### src/rtl/div_radix2.sv
// div_radix2: iterative restoring divider for the EX-stage ALU.
// Produces one quotient bit per clock for DIV (signed) and DIVU (unsigned).
// result_o = {remainder, quotient}, i.e. {HI, LO}.
module div_radix2 #(
    parameter int DATA_W = 32,
    parameter int CNT_W  = 6
) (
    input  logic                  clk,
    input  logic                  rst,
    input  logic                  signed_div_i,
    input  logic [DATA_W-1:0]     opdata1_i,
    input  logic [DATA_W-1:0]     opdata2_i,
    input  logic                  start_i,
    input  logic                  annul_i,
    output logic [2*DATA_W-1:0]   result_o,
    output logic                  ready_o
);

    typedef enum logic [1:0] {
        S_IDLE    = 2'd0,
        S_DIVZERO = 2'd1,
        S_ON      = 2'd2,
        S_END     = 2'd3
    } state_t;

    state_t                state;
    logic [CNT_W-1:0]      cnt;
    logic [DATA_W-1:0]     rem;      // partial remainder
    logic [DATA_W-1:0]     dvd;      // dividend shifting out, quotient shifting in
    logic [DATA_W-1:0]     div_abs;  // |divisor|
    logic                  q_neg;
    logic                  r_neg;

    // Combinational result of one restoring step
    logic [DATA_W:0]       shifted;
    logic [DATA_W:0]       diff;
    logic                  q_bit;
    logic [DATA_W-1:0]     rem_nxt;
    logic [DATA_W-1:0]     dvd_nxt;
    logic [DATA_W-1:0]     rem_fin;
    logic [DATA_W-1:0]     quo_fin;
    logic                  step_unused;

    // Two's-complement negation.
    function automatic logic [DATA_W-1:0] neg2c(input logic [DATA_W-1:0] v);
        return ~v + DATA_W'(1);
    endfunction

    // Magnitude of an operand; only negative values in signed mode are flipped.
    function automatic logic [DATA_W-1:0] mag(input logic [DATA_W-1:0] v,
                                              input logic           is_signed);
        return (is_signed && v[DATA_W-1]) ? neg2c(v) : v;
    endfunction

    // Sign correction applied once, as the last step completes.
    function automatic logic [DATA_W-1:0] fix_sign(input logic [DATA_W-1:0] v,
                                                   input logic           neg);
        return neg ? neg2c(v) : v;
    endfunction

    // One restoring step. The shifted remainder keeps its top bit so that
    // divisors above 2^(DATA_W-1) still divide correctly; when the trial
    // subtraction succeeds the difference is below the divisor, so its top
    // bit is always zero and only the low DATA_W bits are kept.
    always_comb begin
        shifted     = {rem, dvd[DATA_W-1]};
        diff        = shifted - {1'b0, div_abs};
        q_bit       = (shifted >= {1'b0, div_abs});
        rem_nxt     = q_bit ? diff[DATA_W-1:0] : shifted[DATA_W-1:0];
        dvd_nxt     = {dvd[DATA_W-2:0], q_bit};
        rem_fin     = fix_sign(rem_nxt, r_neg);
        quo_fin     = fix_sign(dvd_nxt, q_neg);
        step_unused = diff[DATA_W];
    end

    // Divider FSM: operand capture, iteration, correction and handshake.
    always_ff @(posedge clk or posedge rst) begin
        if (rst) begin
            state    <= S_IDLE;
            cnt      <= '0;
            rem      <= '0;
            dvd      <= '0;
            div_abs  <= '0;
            q_neg    <= 1'b0;
            r_neg    <= 1'b0;
            result_o <= '0;
            ready_o  <= 1'b0;
        end else begin
            case (state)
                S_IDLE: begin
                    ready_o  <= 1'b0;
                    result_o <= '0;
                    if (start_i && !annul_i) begin
                        if (opdata2_i == '0) begin
                            state <= S_DIVZERO;
                        end else begin
                            div_abs <= mag(opdata2_i, signed_div_i);
                            dvd     <= mag(opdata1_i, signed_div_i);
                            rem     <= '0;
                            cnt     <= '0;
                            q_neg   <= signed_div_i &
                                       (opdata1_i[DATA_W-1] ^ opdata2_i[DATA_W-1]);
                            r_neg   <= signed_div_i & opdata1_i[DATA_W-1];
                            state   <= S_ON;
                        end
                    end
                end

                S_DIVZERO: begin
                    if (annul_i) begin
                        state <= S_IDLE;
                    end else begin
                        rem   <= '0;
                        dvd   <= '0;
                        state <= S_END;
                    end
                end

                S_ON: begin
                    if (annul_i) begin
                        state <= S_IDLE;
                    end else begin
                        cnt <= cnt + CNT_W'(1);
                        if (cnt == CNT_W'(DATA_W - 1)) begin
                            rem   <= rem_fin;
                            dvd   <= quo_fin;
                            state <= S_END;
                        end else begin
                            rem <= rem_nxt;
                            dvd <= dvd_nxt;
                        end
                    end
                end

                S_END: begin
                    if (annul_i || !start_i) begin
                        state    <= S_IDLE;
                        ready_o  <= 1'b0;
                        result_o <= '0;
                    end else begin
                        ready_o  <= 1'b1;
                        result_o <= {rem, dvd};
                    end
                end

                default: state <= S_IDLE;
            endcase
        end
    end

endmodule

### config.mk
export PLATFORM = sky130hd
export DESIGN_NAME = div_radix2
export DESIGN_NICKNAME = d
export VERILOG_FILES = /design/src/rtl/div_radix2.sv
export SDC_FILE = /design/constraint.sdc
export NUM_CORES = 1
export LEC_CHECK = 0
export BUFFER_PORTS_ARGS = -buffer_cell sky130_fd_sc_hd__buf_2
export CAP_MARGIN = 20
export CORE_UTILIZATION = 40
export CTS_CLUSTER_DIAMETER = 80
export DETAILED_ROUTE_END_ITERATION = 7
export PLACE_DENSITY = 0.55
export SYNTH_ARGS = -nofsm -noshare
export SYNTH_HDL_FRONTEND = slang
export SYNTH_SLANG_ARGS = --single-unit
export TNS_END_PERCENT = 10
### constraint.sdc
create_clock -name clk -period 8.1 [get_ports clk]
set_clock_uncertainty 0.2 [all_clocks]
set_input_delay 0.81 -clock clk [delete_from_list [all_inputs] [get_ports clk]]
set_output_delay 0.81 -clock clk [all_outputs]
set_load 0.02 [all_outputs]
==> summary.md <==
| Metric | Value |
|---|---|
| Top-Level Pins | `around 130` |
| # DRC | `0` |
| Drt initial violations | `~850` |
| WP depth | `16` |
| Biggest area consumer among synthesized cells | `dfrtp_1` |
| CP top delay family | `simple AND/OR/NAND/NOR gates` |
| Worst Max-Slew Pin Slew | `1.07 ns` |
| Prevailing post-synth register cell | `dfrtp_1` |
| Max stage delay on crit path | `roughly 0.66 ns` |
| Adder-cell share of the synthesized area | `0.0442` |
| Fmax | `195 MHz` |
| Syn_nets | `about 1600` |
| Crit. Startpoint | `rem[15]$_DFFE_PP0P_` |
| Fin crit share | `0.634` |
| Hold buffers post-CTS | `0` |
| Post-detail-place hpwl | `between 20 and 30 mm` |
| Clk root buf | `clkbuf_16` |
| Synth warnings | `0` |
| CTS tree | `built` |
| Number of diodes | `0` |
| Max-cap violation count | `0` |
| Post-synthesis xor/xnor area fraction | `0.0987` |
| Tot GR Track Use | `0.239` |
| Unrepaired setup endpoints after global routing | `false` |
| Number of flops mapped to enable cells by yosys | `0` |
| Setup TNS | `0 ns` |
| Clk_lat worst skew | `roughly 0.45 ns` |
| Ys async rst share | `1.00` |
| Routability cong. | `roughly 0.93` |
| Worst-case clock buffer depth | `2` |
| Largest net degree at the start of global routing | `just under 100` |
| Slew headroom | `0.290` |
| Status | `finished clean` |
| Average cell area after synthesis | `8.52 um^2` |
| Distinct cell type count after synthesis | `roughly 80` |
| Worst setup SP type | `flop` |
| Reg2reg start | `rem[15]$_DFFE_PP0P_` |
| Peak supply drop | `roughly 0.2 mV` |
| Global-route wire length before repair | `58.9 mm` |
| Post-Synth Simple-Gate Area | `0.172` |
| Cts bufs inserted | `17` |
| Wire per inst | `around 19 um` |
| Worst Hold Class | `in -> async` |
| Setup violations, final | `0` |
| Layout cells sized above 1 | `0.139` |
| Slew Viols, Final | `0` |
| Port Buffers | `133` |
| Seq/Total Area, Yosys | `0.347` |
| Finished Core Util | `0.460` |
| Main combinational cell family by area after synthesis | `compound AO/OA/AOI/OAI gates` |
| Reg2reg setup slack | `2.97 ns` |
| Setup Buffers After CTS | `0` |
| Critical path cell sequence | `ha_1 -> a21oi_1 -> o21ai_0 -> a21oi_2 -> a31oi_1 -> or3_2 -> buf_4 -> inv_2 -> ha_1 -> nand2_1 -> nor2_1 -> and2_1 -> a21oi_1 -> xnor2_1 -> o221ai_1 -> o21a_1` |
| Worst setup path end | `dvd[28]$_DFFE_PP0P_` |
| Initial Util | `0.412` |
| Share of the synthesized area in the top cell type | `0.347` |
| Critical path peak fanout | `52` |
| Reg-to-reg critical path endpoint | `dvd[28]$_DFFE_PP0P_` |
| Core Region | `30000 um^2` |
| Final nets | `between 1500 and 2000` |
| Total grt overflow | `0` |
| Gate Count Post-Synth | `between 1000 and 1500` |
| Crit path buffers/inverters | `2` |
| Leak | `0.00618 uW` |
| Setup slack after layout | `a little under 3 ns` |
| Place WS | `~3.0 ns` |
| Die X-Extent | `roughly 180 um` |
| Vias | `around 11000` |
| Synthesized area | `~12000 um^2` |
| Post-synthesis compound-gate area fraction | `0.261` |
| Post-DRT Antenna Nets | `0` |
| Synth Register Bits | `approximately 170` |
| Mux contribution to synthesized area | `0.0224` |
| H-tree Lvls | `4` |
| Row Count | `63` |
| Clock period minus worst slack | `5.13 ns` |
| Final wirelength | `between 30 and 40 mm` |
| Critical Path RT | `approximately 8.2 ns` |
| Final hold violations | `0` |
| Area delta synth->final | `11.8%` |
| Die Ht | `178 um` |
| Largest cells by area after synthesis | `dfrtp_1 35%, xnor2_1 6.0%, nand2_1 5.1%` |
| Number of global-route vias before repair | `roughly 10000` |
| Crit path DAT | `between 5 and 6 ns` |
| DIE AREA | `between 30000 and 40000 um^2` |
| R2r worst-path depth | `16` |
| PostCTS Resize Cnt | `0` |
| Critical path type | `reg -> reg` |
| Clock transition at path regs | `approximately 0.070 ns` |
| Crit-path slowest cell | `dfrtp_1` |
| PD cells | `between 300 and 400 nW/um^2` |
| Initial antenna violation count | `0` |
| Initial DRT Pass Iterations | `5` |
| Clock Sinks | `approximately 170` |
| Via-per-instance ratio | `5.77` |
| Worst setup EP type | `flop` |
[Yosys cell counts (6+ instances only)]
master    count
dfrtp_1     171
nand2_1     166
o21ai_0     100
a21oi_1      98
nor2_1       92
xnor2_1      84
a22o_1       65
inv_1        64
xor2_1       55
ha_1         42
clkbuf_1     40
nor3_1       38
o21ai_1      31
o21a_1       30
nor4_1       28
o31ai_1      26
buf_2        22
mux2i_1      22
o221ai_1     18
or3_1        18
a21o_1       17
a31oi_1      15
nand3_1      15
or4_1        14
and2_1       12
nand4_1      11
buf_4        10
a211oi_1      9
nand2b_1      8
o211ai_1      8
o41ai_1       8
buf_6         6
o22ai_1       6
[power by group]
part | total (uW) | internal [uW] | switching [uW]
registers | 1300 | 1080 | 223
logic | 2620 | 911 | 1710
clock network | 829 | 420 | 409
[sequential cells by signal (all words and copies together) (netlist names)]
name and cells:
state 2, cnt 6, result_o 64, div_abs 32, q_neg 1, rem 32, ready_o 1, r_neg 1
dvd 32
[worst min-delay path by stage]
stage	startpoint	end	depth (start not counted)	slack, ns
after floorplan	cnt[5]$_DFFE_PP0P_	cnt[5]$_DFFE_PP0P_	1	0.25
after global placement	ready_o$_DFFE_PP0P_	ready_o$_DFFE_PP0P_	1	0.26
after detailed placement	ready_o$_DFFE_PP0P_	ready_o$_DFFE_PP0P_	1	0.27
after CTS	ready_o$_DFFE_PP0P_	ready_o$_DFFE_PP0P_	1	0.29
after global routing	ready_o$_DFFE_PP0P_	ready_o$_DFFE_PP0P_	1	0.30
final	rst	result_o[58]$_DFFE_PP0P_	2	0.27
[cell type report]
class                   count  area (um^2)
repair buffers            145          771
fillers                  2982        16200
inverters                  65          249
well taps                 390          488
multi-input cells        1127         7420
clock inverters            14          145
clock buffers              18          439
flip-flops and latches    171         4280
[cells in the final DEF, fill, tap and decap left out, types with 30 or more instances in the layout]
cell type,count
dfrtp_1,171
nand2_1,166
buf_2,133
o21ai_0,100
a21oi_1,98
nor2_1,92
xnor2_1,84
a22o_1,65
inv_1,63
xor2_1,55
ha_1,41
nor3_1,37
o21ai_1,31
o21a_1,30
[through the flow]
step / hold WS [ns] / area, um^2 / power [uW] / cells
final: 0.269 / 13800 / 4750 / 1930
after global routing: 0.301 / 13800 / 5120 / 1930
after CTS: 0.285 / 13800 / 4730 / 1927
after detailed placement: 0.268 / 13200 / 3880 / 1895
after global placement: 0.257 / 13200 / 3880 / 1895
after floorplan: 0.252 / 12300 / 3230 / 1447
[worst reg2reg max path, stage by stage (launching register included)]
cell	delay, ns
dfrtp_1	0.66
ha_1	0.45
a21oi_1	0.24
o21ai_0	0.14
a21oi_2	0.19
a31oi_1	0.10
or3_2	0.41
buf_4	0.33
inv_2	0.62
ha_1	0.40
nand2_1	0.15
nor2_1	0.26
and2_1	0.29
a21oi_1	0.11
xnor2_1	0.18
o221ai_1	0.13
o21a_1	0.16
[cells by family after synthesis]
kind of cell,count (synthesis)
buf+inv,149
mux,27
fa+ha+maj,43
flops,171
compound gates,480
xor+xnor,139
simple gates,438
[per-layer routing]
metal  share of wire  track usage
met1            0.52        0.377
met2            0.41        0.340
met3           0.059       0.0308
met4           0.011       0.0520
met5               0            0
Note: power is estimated with default switching activity, not from simulation.
